**src/rtl/fetch_stage_pkg.sv**
```systemverilog
// rtl/fetch_stage_pkg.sv - shared widths, encodings and FSM state type for the fetch stage
//
// Purpose : single source for the fetch-stage word widths, the NOP and halt
//           encodings, and the two-state fetch FSM encoding.
// Contents: PC_W, INSTR_W, NOP_INSTR, HALT_WORD, state_t {FETCH, HALTED}.

package fetch_stage_pkg;

    localparam int PC_W    = 8;
    localparam int INSTR_W = 32;

    // All-zero word is the architectural NOP handed to decode for bubbles.
    localparam logic [31:0] NOP_INSTR = 32'h0000_0000;

    // Fetching this word stops the stage for good (until reset).
    localparam logic [31:0] HALT_WORD = 32'hFFFF_FFFF;

    typedef enum logic {
        FETCH  = 1'b0,
        HALTED = 1'b1
    } state_t;

endpackage

```
**src/rtl/fetch_stage_if_id_reg.sv**
```systemverilog
// rtl/fetch_stage_if_id_reg.sv - IF/ID pipeline register with load, hold and bubble controls
//
// Purpose : holds the instruction, its PC+1 and a valid flag between fetch
//           and decode.
// Ports   : clk, rst_n      - clock, asynchronous active-low reset
//           bubble          - clear to NOP / pc1=0 / valid=0 (wins over load)
//           load            - capture instr / pc1 and mark valid
//                             (neither asserted: hold current contents)
//           instr, pc1      - values captured on load
//           instr_q, pc1_q, valid_q - registered contents seen by decode

module if_id_reg #(
    parameter int PC_W    = 8,
    parameter int INSTR_W = 32
) (
    input  logic               clk,
    input  logic               rst_n,
    input  logic               bubble,
    input  logic               load,
    input  logic [INSTR_W-1:0] instr,
    input  logic [PC_W-1:0]    pc1,
    output logic [INSTR_W-1:0] instr_q,
    output logic [PC_W-1:0]    pc1_q,
    output logic               valid_q
);

    import fetch_stage_pkg::*;

    localparam logic [INSTR_W-1:0] NOP = INSTR_W'(NOP_INSTR);

    always_ff @(posedge clk or negedge rst_n) begin
        if (!rst_n) begin
            instr_q <= NOP;
            pc1_q   <= '0;
            valid_q <= 1'b0;
        end else if (bubble) begin
            instr_q <= NOP;
            pc1_q   <= '0;
            valid_q <= 1'b0;
        end else if (load) begin
            instr_q <= instr;
            pc1_q   <= pc1;
            valid_q <= 1'b1;
        end
    end

endmodule

```
**src/rtl/fetch_stage.sv**
```systemverilog
// rtl/fetch_stage.sv - instruction fetch: PC, next-PC selection, halt FSM and IF/ID register
//
// Purpose : owns the program counter, presents it as the word address to the
//           instruction memory, takes the instruction back in the same cycle
//           and registers it with PC+1 into IF/ID for decode.
// Ports   : clk, rst_n                      - clock, async active-low reset
//           pc_o                            - current PC / imem word address
//           instr_i                         - imem data for pc_o (combinational)
//           stall_i                         - hold PC and IF/ID
//           flush_i                         - bubble IF/ID
//           branch_taken_i, branch_target_i - redirect (highest priority)
//           jump_i, jump_target_i           - redirect (below branch)
//           if_id_instr_o, if_id_pc1_o, if_id_valid_o - IF/ID contents
//           halted_o                        - fetch stopped on the halt word

module fetch_stage #(
    parameter int                  PC_W      = fetch_stage_pkg::PC_W,
    parameter int                  INSTR_W   = fetch_stage_pkg::INSTR_W,
    parameter logic [PC_W-1:0]     RESET_PC  = '0,
    parameter logic [INSTR_W-1:0]  HALT_WORD = INSTR_W'(fetch_stage_pkg::HALT_WORD)
) (
    input  logic               clk,
    input  logic               rst_n,
    output logic [PC_W-1:0]    pc_o,
    input  logic [INSTR_W-1:0] instr_i,
    input  logic               stall_i,
    input  logic               flush_i,
    input  logic               branch_taken_i,
    input  logic [PC_W-1:0]    branch_target_i,
    input  logic               jump_i,
    input  logic [PC_W-1:0]    jump_target_i,
    output logic [INSTR_W-1:0] if_id_instr_o,
    output logic [PC_W-1:0]    if_id_pc1_o,
    output logic               if_id_valid_o,
    output logic               halted_o
);

    import fetch_stage_pkg::*;

    state_t          state;
    state_t          state_next;
    logic [PC_W-1:0] pc;
    logic [PC_W-1:0] pc_next;
    logic [PC_W-1:0] pc_plus1;
    logic            redirect;
    logic            is_halt_word;
    logic            halt_detect;
    logic            ifid_load;
    logic            ifid_bubble;

    // Natural wrap at 2^PC_W; no overflow indication is wanted.
    assign pc_plus1     = pc + 1'b1;
    assign redirect     = branch_taken_i | jump_i;
    assign is_halt_word = (instr_i == HALT_WORD);

    always_ff @(posedge clk or negedge rst_n) begin
        if (!rst_n) begin
            state <= FETCH;
            pc    <= RESET_PC;
        end else begin
            state <= state_next;
            pc    <= pc_next;
        end
    end

    always_comb begin
        state_next  = state;
        pc_next     = pc;
        halt_detect = 1'b0;
        ifid_load   = 1'b0;
        ifid_bubble = 1'b0;

        case (state)
            FETCH: begin
                // A halt word under redirect is wrong-path and is discarded;
                // under stall it is simply looked at again next cycle.
                halt_detect = is_halt_word && !redirect && !stall_i;

                // Redirect beats stall: decode has already resolved the
                // control transfer, so the held fetch is wrong-path anyway.
                // On halt the PC freezes at the halt word's address.
                if (branch_taken_i)
                    pc_next = branch_target_i;
                else if (jump_i)
                    pc_next = jump_target_i;
                else if (stall_i || halt_detect)
                    pc_next = pc;
                else
                    pc_next = pc_plus1;

                // The halt word itself is never passed on to decode.
                if (flush_i || redirect || halt_detect)
                    ifid_bubble = 1'b1;
                else if (!stall_i)
                    ifid_load = 1'b1;

                if (halt_detect)
                    state_next = HALTED;
            end

            HALTED: begin
                // Sticky: every control input is ignored, decode sees bubbles.
                ifid_bubble = 1'b1;
            end

            default: begin
                state_next  = FETCH;
                ifid_bubble = 1'b1;
            end
        endcase
    end

    if_id_reg #(
        .PC_W    (PC_W),
        .INSTR_W (INSTR_W)
    ) u_if_id_reg (
        .clk     (clk),
        .rst_n   (rst_n),
        .bubble  (ifid_bubble),
        .load    (ifid_load),
        .instr   (instr_i),
        .pc1     (pc_plus1),
        .instr_q (if_id_instr_o),
        .pc1_q   (if_id_pc1_o),
        .valid_q (if_id_valid_o)
    );

    assign pc_o     = pc;
    assign halted_o = (state == HALTED);

endmodule

```
**config.mk**
```make
export PLATFORM = sky130hd
export DESIGN_NAME = fetch_stage
export DESIGN_NICKNAME = d
export VERILOG_FILES = /design/src/rtl/fetch_stage_pkg.sv /design/src/rtl/fetch_stage_if_id_reg.sv /design/src/rtl/fetch_stage.sv
export SDC_FILE = /design/constraint.sdc
export NUM_CORES = 1
export LEC_CHECK = 0
export CAP_MARGIN = 10
export CORE_ASPECT_RATIO = 0.6
export CORE_UTILIZATION = 44
export DETAILED_ROUTE_END_ITERATION = 16
export GPL_ROUTABILITY_DRIVEN = 0
export PLACE_DENSITY = 0.86
export SYNTH_ARGS = -nofsm -noshare
export SYNTH_HDL_FRONTEND = slang
export SYNTH_SLANG_ARGS = --single-unit
export TNS_END_PERCENT = 10
```
**constraint.sdc**
```tcl
create_clock -name clk -period 3.06 [get_ports clk]
set_clock_uncertainty 0.15 [all_clocks]
set_input_delay 0.612 -clock clk [delete_from_list [all_inputs] [get_ports clk]]
set_output_delay 0.612 -clock clk [all_outputs]
set_load 0.02 [all_outputs]
```
==> out/qor.txt <==
Critical Path Max Stage Delay - 0.50 ns
area grow syn2layout - 54.0%
Core Rows - 19
Die Y-Extent - 56.3 um
number of synthesized flops with an enable pin - 0
TNS Setup - 0 ns
synthesized instance count - 177
Final Hold Fails - 0
worst path arrival time - 2.50 ns
Reg area - 1250 um^2
crit share post-route - 80.6%
Worst-Skew Late Latency - 0.30 ns
status - finished clean
depth of the CTS H-tree - 2
unrepaired setup endpoints after global routing - no
Leak - 1.44 nW
Highest Signal Layer - met4
pwr dens - 412 nW/um^2
Core ar. - 4640 um^2
# DRC - 0
Synth Flop Type - dfrtp_1
fraction of registers with async set/reset - 100%
top cells by area, synth - dfrtp_1, a22o_1, mux2_2
WL per Instance - 16.7 um
# nets final - 336
post-route setup slack - 0.595 ns
GRT Residual Overflow - 0
final setup fails - 0
top cell type's share of synthesized area - 57.9%
Synth area leader - dfrtp_1
share of cells above drive strength 1 - 7.09%
Worst Tran Pin Value - 0.528 ns
Port Buf Inserts - 103
Vias - 1876
Resized cells post-CTS - 0
DRT iter0 DRCs - 63
io pins - 104
met3 WL - 455 um
Setup crit start - instr_i[21]
# diodes - 0
Post-Syn Area - 2160 um^2
met2 WL - 2400 um
Setup Buffers After CTS - 0
Max Cap Viol - 0
Die ar. - 5200 um^2
M1 WL - 2850 um
library cells used by synthesis - 32
vias in the first global route - 1814
CP max stage cell - clkdlybuf4s50_1
Initial DRT Pass Iterations - 5
Worst VDD drop - 0.289 mV
initial antenna violation count - 0
CP dominant cell by count - nand4_1
Die W - 92.4 um
clk sink count - 50
first-pass GRT wire length - 9160 um
total CTS buffers - 5
Seq/Total Area, Yosys - 57.9%
Period minus WS final - 2.47 ns
Tot GR Track Use - 23.6%
# hold bufs at CTS - 0
Hold Crit Class - in -> async
Initial Util - 46.6%
Slew Viols, Final - 0
FMAX - 0.406 GHz
Vias per Instance - 5.44
startpoint types - primary input
top-count cell post-synth - dfrtp_1
kind of critical path - in -> reg
clock transition at the registers of the reported paths - 0.09 ns
Synth top cells by count - dfrtp_1, a22o_1, nand2_1
warning count from the yosys run - 0
Bufs on Longest Clock Path - 2
Slew HR - 64.7%
HPWL Detailed - 4390 um
root buffer selected by CTS - clkbuf_8
Avg Inst Size Synth - 12.2 um^2
Worst Path Required - 3.09 ns
CP Max Fanout - 8
final wirelength - 5750 um
CTS tree - yes
largest net degree at the start of global routing - 36
multi-input logic area - 817 um^2
syn_nets - 232
CP endpoint kind - flop
Fillers - 331
dpl ws - 0.279 ns
crit-path cells - clkdlybuf4s50_1 > nand4_1 > nor3_1 > nand4_1 > and2_1 > mux2_1
FF+latch count, synth - 50
worst r2r src - pc_o[0]
Final ANT Viol Nets - 0
[cells in the final DEF (no fill, tap or decap), types with 6 or more instances in the layout]
cell type	synthesis	layout
o21ai_0	8	8
clkdlybuf4s50_1	0	102
a22o_1	36	36
clkbuf_8	0	6
dfrtp_1	50	50
nand2_1	13	13
nand4_1	9	9
[kinds of logic after synthesis]
family | after synthesis | share of synthesized area (%)
AND/OR/NAND/NOR | 42 | 10.1
adder cells (fa/ha/maj) | 1 | 0.579
flip-flops | 50 | 57.9
multiplexers | 11 | 5.56
buffers and inverters | 13 | 4.23
XOR/XNOR | 6 | 2.43
AO/OA/AOI/OAI | 54 | 19.2
[registers in the layout, summed over array words and instances, names as in the netlist]
signal,flops
u_if_id_reg.instr_q,32
halted_o,1
u_if_id_reg.pc1_q,8
u_if_id_reg.valid_q,1
pc_o,8
[worst paths after layout]
path / end / slack (ns) / depth (start not counted)
max: pc_o[3] / 0.59 / 6
min: u_if_id_reg.valid_q / 0.06 / 1
max reg2reg: pc_o[6] / 1.27 / 6
min reg2reg: u_if_id_reg.pc1_q[0] / 0.33 / 2
max in group asynchronous: u_if_id_reg.instr_q[9] / 1.95 / 2
min in group clk: u_if_id_reg.pc1_q[0] / 0.33 / 2
[layer usage]
metal	up-vias	GRT usage, %
met5	-	0
met4	0	6.47
met3	7	6.78
met2	80	32.9
met1	915	35.8
li1	874	-
[critical path: cells and delay by family]
family                 cells  cell delay, ns
buffers and inverters      1            0.50
muxes                      1            0.38
and+or+nand+nor            4            1.01
[per-stage QoR]
stage	cells	hold slack [ns]	total power [mW]	instance area, um^2	utilization, %
after floorplan	177	0.166	0.826	2160	-
after global placement	337	0.315	0.983	3230	69.8
after detailed placement	337	0.319	0.987	3230	69.8
after CTS	345	0.0613	1.38	3330	71.7
after global routing	345	0.0753	1.42	3330	71.7
final	345	0.0561	1.37	3330	71.7
[where the power goes]
part | total, mW | internal [mW] | switching, mW
Clock | 0.393 | 0.183 | 0.210
Sequential | 0.712 | 0.684 | 0.0272
Combinational | 0.264 | 0.145 | 0.119
[cell type report]
cell class	count	share of cell area [%]
clock inverter	1	0.150
clock buffer	7	2.60
inverter	1	0.113
timing repair buffer	109	32.6
multi-input combinational	114	24.6
sequential	50	37.6
tap	63	2.37
(Power assumes the default switching activity.)
